[config.mk]
export PLATFORM = sky130hd
export DESIGN_NAME = grs_driver_flat
export DESIGN_NICKNAME = d
export VERILOG_FILES = /design/src/rtl/grs_driver_if.sv /design/src/rtl/grs_driver.sv /design/src/flat_wrapper.sv
export SDC_FILE = /design/constraint.sdc
export NUM_CORES = 1
export LEC_CHECK = 0
export CAP_MARGIN = 20
export CORE_MARGIN = 1.5
export CORE_UTILIZATION = 49
export DETAILED_ROUTE_END_ITERATION = 6
export GPL_TIMING_DRIVEN = 0
export PLACE_DENSITY = 0.75
export REMOVE_ABC_BUFFERS = 1
export SLEW_MARGIN = 5
export SYNTH_ARGS = -nofsm -noshare
export SYNTH_HDL_FRONTEND = slang
export SYNTH_SLANG_ARGS = --single-unit
[constraint.sdc]
create_clock -name CLK -period 1.7 [get_ports CLK]
set_clock_uncertainty 0.1 [all_clocks]
set_input_delay 0.255 -clock CLK [delete_from_list [all_inputs] [get_ports CLK]]
set_output_delay 0.255 -clock CLK [all_outputs]
set_load 0.005 [all_outputs]
[src/rtl/grs_driver_if.sv]
`default_nettype none
// ============================================================================
// Module   : grs_driver_if
// Purpose  : Command handshake and latch-side signals of the gated RS latch
//            sequencer. The slave modport is the sequencer itself; the
//            master modport is the commanding logic plus the latch Q pin.
// Revision : 1.0 - initial release
// ============================================================================
interface grs_driver_if;
  logic       CMD_VALID;
  logic [1:0] CMD_OP;
  logic       CMD_READY;
  logic       Q_IN;
  logic       ENA;
  logic       R;
  logic       S;
  logic       BUSY;
  logic       DONE;
  logic       ERR;

  modport master (
    output CMD_VALID, CMD_OP, Q_IN,
    input  CMD_READY, ENA, R, S, BUSY, DONE, ERR
  );

  modport slave (
    input  CMD_VALID, CMD_OP, Q_IN,
    output CMD_READY, ENA, R, S, BUSY, DONE, ERR
  );
endinterface
`default_nettype wire

[src/rtl/grs_driver.sv]
`default_nettype none
// ============================================================================
// Module   : grs_driver
// Purpose  : Command sequencer for a gated RS latch. Each SET/RESET/TOGGLE
//            command becomes a setup / ENA strobe / hold pulse train on the
//            latch inputs, with R and S never active together and never
//            changing while ENA moves.
// Options  : GRS_VERIFY_EN - read the latch Q back after each command and
//            raise a sticky ERR when it fails to reach the expected value.
// Revision : 1.0 - initial release
// ============================================================================
module grs_driver #(
  parameter int SETUP_CYC = 2,
  parameter int PULSE_CYC = 3,
  parameter int HOLD_CYC  = 2,
  parameter int CHECK_CYC = 8
) (
  input wire          CLK,
  input wire          CLR_L,
  grs_driver_if.slave bus
);

  // Phase counter covers the longest phase of any kind.
  localparam int MAX_SP  = (SETUP_CYC > PULSE_CYC) ? SETUP_CYC : PULSE_CYC;
  localparam int MAX_HC  = (HOLD_CYC > CHECK_CYC) ? HOLD_CYC : CHECK_CYC;
  localparam int MAX_CYC = (MAX_SP > MAX_HC) ? MAX_SP : MAX_HC;
  localparam int CNT_W   = $clog2(MAX_CYC) + 1;

  localparam logic [CNT_W-1:0] CNT_ONE  = CNT_W'(1);
  localparam logic [CNT_W-1:0] SETUP_LD = CNT_W'(SETUP_CYC);
  localparam logic [CNT_W-1:0] PULSE_LD = CNT_W'(PULSE_CYC);
  localparam logic [CNT_W-1:0] HOLD_LD  = CNT_W'(HOLD_CYC);
`ifdef GRS_VERIFY_EN
  localparam logic [CNT_W-1:0] CHECK_LD = CNT_W'(CHECK_CYC);
`endif

  localparam logic [1:0] OP_NOP    = 2'b00;
  localparam logic [1:0] OP_SET    = 2'b01;
  localparam logic [1:0] OP_RESET  = 2'b10;
  localparam logic [1:0] OP_TOGGLE = 2'b11;

  localparam logic [2:0] ST_IDLE  = 3'd0;
  localparam logic [2:0] ST_SETUP = 3'd1;
  localparam logic [2:0] ST_PULSE = 3'd2;
  localparam logic [2:0] ST_HOLD  = 3'd3;
`ifdef GRS_VERIFY_EN
  localparam logic [2:0] ST_CHECK = 3'd4;
`endif
  localparam logic [2:0] ST_FIN   = 3'd5;

  logic [2:0]       state_q, state_d;
  logic [CNT_W-1:0] cnt_q, cnt_d;
  // 1 = the command drives S (and expects Q = 1), 0 = drives R (expects 0)
  logic             sel_s_q, sel_s_d;
  logic             q_meta_q, q_sync_q;
  logic             ena_q, ena_d;
  logic             r_q, r_d;
  logic             s_q, s_d;
  logic             done_q, done_d;
  logic             busy_q, busy_d;
`ifdef GRS_VERIFY_EN
  logic             err_q, err_d;
  logic             err_set;
`endif

  // Two-flop synchronizer for the asynchronous latch Q.
  always_ff @(posedge CLK or negedge CLR_L) begin
    if (!CLR_L) begin
      q_meta_q <= 1'b0;
      q_sync_q <= 1'b0;
    end else begin
      q_meta_q <= bus.Q_IN;
      q_sync_q <= q_meta_q;
    end
  end

  // State, phase counter and operation-select registers.
  always_ff @(posedge CLK or negedge CLR_L) begin
    if (!CLR_L) begin
      state_q <= ST_IDLE;
      cnt_q   <= '0;
      sel_s_q <= 1'b0;
    end else begin
      state_q <= state_d;
      cnt_q   <= cnt_d;
      sel_s_q <= sel_s_d;
    end
  end

  // Next-state logic: accept commands in IDLE, count down each phase.
  always_comb begin
    state_d = state_q;
    cnt_d   = cnt_q;
    sel_s_d = sel_s_q;
`ifdef GRS_VERIFY_EN
    err_set = 1'b0;
`endif
    case (state_q)
      ST_IDLE: begin
        if (bus.CMD_VALID) begin
          case (bus.CMD_OP)
            OP_NOP: state_d = ST_FIN;
            OP_SET: begin
              state_d = ST_SETUP;
              cnt_d   = SETUP_LD;
              sel_s_d = 1'b1;
            end
            OP_RESET: begin
              state_d = ST_SETUP;
              cnt_d   = SETUP_LD;
              sel_s_d = 1'b0;
            end
            OP_TOGGLE: begin
              state_d = ST_SETUP;
              cnt_d   = SETUP_LD;
              sel_s_d = ~q_sync_q;
            end
          endcase
        end
      end
      ST_SETUP: begin
        if (cnt_q == CNT_ONE) begin
          state_d = ST_PULSE;
          cnt_d   = PULSE_LD;
        end else begin
          cnt_d = cnt_q - CNT_ONE;
        end
      end
      ST_PULSE: begin
        if (cnt_q == CNT_ONE) begin
          state_d = ST_HOLD;
          cnt_d   = HOLD_LD;
        end else begin
          cnt_d = cnt_q - CNT_ONE;
        end
      end
      ST_HOLD: begin
        if (cnt_q == CNT_ONE) begin
`ifdef GRS_VERIFY_EN
          state_d = ST_CHECK;
          cnt_d   = CHECK_LD;
`else
          state_d = ST_FIN;
`endif
        end else begin
          cnt_d = cnt_q - CNT_ONE;
        end
      end
`ifdef GRS_VERIFY_EN
      ST_CHECK: begin
        if (q_sync_q == sel_s_q) begin
          state_d = ST_FIN;
        end else if (cnt_q == CNT_ONE) begin
          state_d = ST_FIN;
          err_set = 1'b1;
        end else begin
          cnt_d = cnt_q - CNT_ONE;
        end
      end
`endif
      ST_FIN:  state_d = ST_IDLE;
      default: state_d = ST_IDLE;
    endcase
  end

  // Output decode from the next state so every output is a clean flop.
  always_comb begin
    ena_d  = 1'b0;
    r_d    = 1'b0;
    s_d    = 1'b0;
    done_d = 1'b0;
    busy_d = (state_d != ST_IDLE);
`ifdef GRS_VERIFY_EN
    err_d  = err_q | err_set;
`endif
    case (state_d)
      ST_SETUP, ST_HOLD: begin
        r_d = ~sel_s_d;
        s_d = sel_s_d;
      end
      ST_PULSE: begin
        r_d   = ~sel_s_d;
        s_d   = sel_s_d;
        ena_d = 1'b1;
      end
      ST_FIN:  done_d = 1'b1;
      default: ;
    endcase
  end

  // Output registers; reset clears the latch drive immediately.
  always_ff @(posedge CLK or negedge CLR_L) begin
    if (!CLR_L) begin
      ena_q  <= 1'b0;
      r_q    <= 1'b0;
      s_q    <= 1'b0;
      done_q <= 1'b0;
      busy_q <= 1'b0;
`ifdef GRS_VERIFY_EN
      err_q  <= 1'b0;
`endif
    end else begin
      ena_q  <= ena_d;
      r_q    <= r_d;
      s_q    <= s_d;
      done_q <= done_d;
      busy_q <= busy_d;
`ifdef GRS_VERIFY_EN
      err_q  <= err_d;
`endif
    end
  end

  assign bus.CMD_READY = (state_q == ST_IDLE);
  assign bus.ENA       = ena_q;
  assign bus.R         = r_q;
  assign bus.S         = s_q;
  assign bus.DONE      = done_q;
  assign bus.BUSY      = busy_q;
`ifdef GRS_VERIFY_EN
  assign bus.ERR       = err_q;
`else
  assign bus.ERR       = 1'b0;
`endif

endmodule
`default_nettype wire

[src/flat_wrapper.sv]
// flat-port wrapper written by rule: the top's interface ports become plain ports
module grs_driver_flat 
#(
  parameter int SETUP_CYC = 2,
  parameter int PULSE_CYC = 3,
  parameter int HOLD_CYC  = 2,
  parameter int CHECK_CYC = 8
)
  (CLK, CLR_L, bus_CMD_VALID, bus_CMD_OP, bus_Q_IN, bus_CMD_READY, bus_ENA, bus_R, bus_S, bus_BUSY, bus_DONE, bus_ERR);
  grs_driver_if bus_i ();
  input wire CLK;
  input wire CLR_L;
  input wire logic [$bits(bus_i.CMD_VALID)-1:0] bus_CMD_VALID;
  input wire logic [$bits(bus_i.CMD_OP)-1:0] bus_CMD_OP;
  input wire logic [$bits(bus_i.Q_IN)-1:0] bus_Q_IN;
  output wire logic [$bits(bus_i.CMD_READY)-1:0] bus_CMD_READY;
  output wire logic [$bits(bus_i.ENA)-1:0] bus_ENA;
  output wire logic [$bits(bus_i.R)-1:0] bus_R;
  output wire logic [$bits(bus_i.S)-1:0] bus_S;
  output wire logic [$bits(bus_i.BUSY)-1:0] bus_BUSY;
  output wire logic [$bits(bus_i.DONE)-1:0] bus_DONE;
  output wire logic [$bits(bus_i.ERR)-1:0] bus_ERR;
  assign bus_i.CMD_VALID = bus_CMD_VALID;
  assign bus_i.CMD_OP = bus_CMD_OP;
  assign bus_i.Q_IN = bus_Q_IN;
  assign bus_CMD_READY = bus_i.CMD_READY;
  assign bus_ENA = bus_i.ENA;
  assign bus_R = bus_i.R;
  assign bus_S = bus_i.S;
  assign bus_BUSY = bus_i.BUSY;
  assign bus_DONE = bus_i.DONE;
  assign bus_ERR = bus_i.ERR;
  grs_driver #(.SETUP_CYC(SETUP_CYC), .PULSE_CYC(PULSE_CYC), .HOLD_CYC(HOLD_CYC), .CHECK_CYC(CHECK_CYC)) u_core (.CLK(CLK), .CLR_L(CLR_L), .bus(bus_i));
endmodule
==> qor.txt <==
status = completed
Die W = 41.8 um
gr ovfl total = 0
DR DRC count = 0
placer's final routability congestion estimate = 0.680
final total power = 1540 uW
post-synthesis adder-cell area fraction = 3.39%
Detailed Route WL = 1280 um
largest net degree at the start of global routing = 16
Wirelength per Cell = 13.4 um
Die Footprint = 1750 um2
Finished Layout Cells = 96
ratio of cells with drive above 1 in the final layout = 25.9%
Seq pwr share = 38.6%
setup ws final = 92.6 ps
Reg2Reg Setup Slack = 90 ps
largest family of logic cells by synthesized area = simple AND/OR/NAND/NOR gates
height of the die = 41.8 um
TritonCTS clock tree = done
Int Pwr = 987 uW
CP Capture Type = register
Post-Synthesis Cells = 65
Worst Path Required = 1760 ps
post-synthesis mux area share = 1.36%
Setup violations, final = 0
core area = 1350 um2
clock power share = 12.6%
GRT Total Usage = 17.2%
Yosys cell types = 30
first drt pass iteration count = 3
port bufs = 11
max-cap violations = 0
Detail Placement HPWL = 857 um
Tightest Pin Transition = 654 ps
post-route minimum period = 1610 ps
vias in the first global route = 493
total leakage power = 0.000395 uW
IR drop worst, VDD = 1.04 mV
RR Startpoint = u_core.cnt_q[1]$_DFFE_PN0P_
Synth area leaders = dfrtp_1 51%, ha_1 3.4%, o21ai_0 3.4%
Mapped Avg Cell Area = 11.4 um2
unrepaired setup endpoints after global routing = false
placed cell count = 87
Post-Synth Simple-Gate Area = 23.2%
initial antenna violation count = 0
Post-synth EDFFs = 0
prevailing post-synth register cell = dfrtp_1
Hold WC Path Type = register to register
placement-stage worst setup slack = -24.1 ps
startpoint types = register
Psw = 550 uW
top cell type's share of synthesized area = 50.8%
H-tree Lvls = 1
Gate power share = 48.7%
area grow syn2layout = 22.5%
final worst-path cycle share = 94.6%
Clock Latency Late Sink = 280 ps
Ports = 13
ANT cells = 0
compound-gate portion of the synthesized area = 13.7%
Root Driver = clkbuf_4
Mapped Area = 738 um2
Commonest cells post-synth = 15 x dfrtp_1, 6 x nor2_1, 5 x nand2_1, 5 x o21ai_0
Num CTS Buffers = 3
fraction of registers with async set/reset = 100%
crit path max fanout = 6
final setup TNS = 0 ps
clk sink count = 15
post-synthesis xor/xnor area fraction = 1.19%
first-pass GRT wire length = 2260 um
Final Hold Fails = 0
Slew headroom = 56.3%
clock buffer depth = 2
most common cell in the netlist = dfrtp_1
Worst EP arrival = 1670 ps
DRT antenna net count = 0
fmax = 622 MHz
vias per inst = 5.38
kind of critical path = register to register
reg2reg path depth = 6
Starting Density = 54.7%
Worst Hold Launch = u_core.q_meta_q$_DFF_PN0_
worst hold endpoint = u_core.q_sync_q$_DFF_PN0_
Seq/Total Area, Yosys = 50.8%
flops & latches, synth = 15
row count = 13
WHS Path Cells = 0
Vias = 516
PwrDens = 1700 nW/um2
YS warnings = 0
RR Endpoint = u_core.cnt_q[0]$_DFFE_PN0P_
clk slew on worst S/H paths = 80 ps
CTS Hold Bufs = 0
max-slew violations = 0
nets = 90
Initial DRC Count = 4
Yosys top cell by area = dfrtp_1
Net Sw Frac = 35.8%
critical path, cell delays in order (launching register included):
cell and delay (ps):
dfrtp_1 400, inv_2 80, ha_1 140, nor3b_4 310, buf_4 170, nor4b_1 40, a221o_1 260
through the flow:
stage | instance area, um2 | util, % | hold slack (ps)
after global placement | 832 | 61.6 | 244
after global routing | 905 | 67.0 | 285
final | 905 | 67.0 | 260
after floorplan | 703 | - | -141
after detailed placement | 832 | 61.6 | 238
after CTS | 883 | 65.4 | 267
power by group through the flow:
stage          sequential [uW]  combinational (uW)  clock, uW
2_1_floorplan              642                 407          0
3_3_place_gp               658                 597          0
3_5_place_dp               662                 612          0
4_1_cts                    589                 727        204
5_1_grt                    606                 820        225
6_report                   594                 749        194
flip-flops by register name (all words and copies together) (netlist names):
signal / count
u_core.cnt_q: 4
u_core.bus.DONE: 1
u_core.bus.S: 1
u_core.bus.BUSY: 1
u_core.sel_s_q: 1
u_core.q_meta_q: 1
u_core.bus.R: 1
u_core.state_q: 3
u_core.bus.ENA: 1
u_core.q_sync_q: 1
layer usage:
| metal | wire length [um] | GRT usage [%] | vias up |
|---|---|---|---|
| met5 | 0 | 0 | - |
| met4 | 8 | 3.87 | 0 |
| met3 | 67 | 7.83 | 2 |
| met2 | 588 | 26.6 | 11 |
| met1 | 617 | 21.9 | 247 |
| li1 | - | - | 256 |
worst max path at each step:
stage,slack [ps],cells past startpoint,endpoint,start
after floorplan,200,6,u_core.cnt_q[1]$_DFFE_PN0P_,u_core.cnt_q[1]$_DFFE_PN0P_
after global placement,-50,4,u_core.cnt_q[0]$_DFFE_PN0P_,bus_CMD_VALID
after detailed placement,-20,4,u_core.cnt_q[0]$_DFFE_PN0P_,bus_CMD_VALID
after CTS,3,5,u_core.cnt_q[1]$_DFFE_PN0P_,u_core.cnt_q[0]$_DFFE_PN0P_
after global routing,3,5,u_core.cnt_q[3]$_DFFE_PN0P_,u_core.cnt_q[0]$_DFFE_PN0P_
final,90,6,u_core.cnt_q[0]$_DFFE_PN0P_,u_core.cnt_q[1]$_DFFE_PN0P_
layout by cell type, fill, tap and decap left out, types with 2 or more instances in the layout:
cell type	instances
a21oi_1	3
buf_4	5
clkbuf_4	3
clkdlybuf4s50_1	10
dfrtp_1	11
dfrtp_2	4
ha_1	2
nand2_1	5
nor2_1	6
nor3_1	3
o21ai_0	5
final cells by class:
class                           instances  area (um2)
Inverter                                2        7.51
Clock buffer                            4        26.3
Sequential cell                        15         380
Timing Repair Buffer                   16         146
Multi-Input combinational cell         44         325
Tap cell                               15        18.8
Fill cell                             109         445
timing repair:
action	CTS	global route
resized for setup	4	3
endpoints found under the setup margin	2	7
endpoints found under the hold margin	0	0
setup buffers	3	2
kinds of logic after synthesis:
logic type / Yosys count
muxes: 1
adders and majority gates: 2
xor gates and xnor gates: 1
DFF: 15
buffers and inverters: 6
other: 1
AOI/OAI and AO/OA: 15
and+or+nand+nor: 24
No activity file was read; power rests on OpenSTA's default activity.
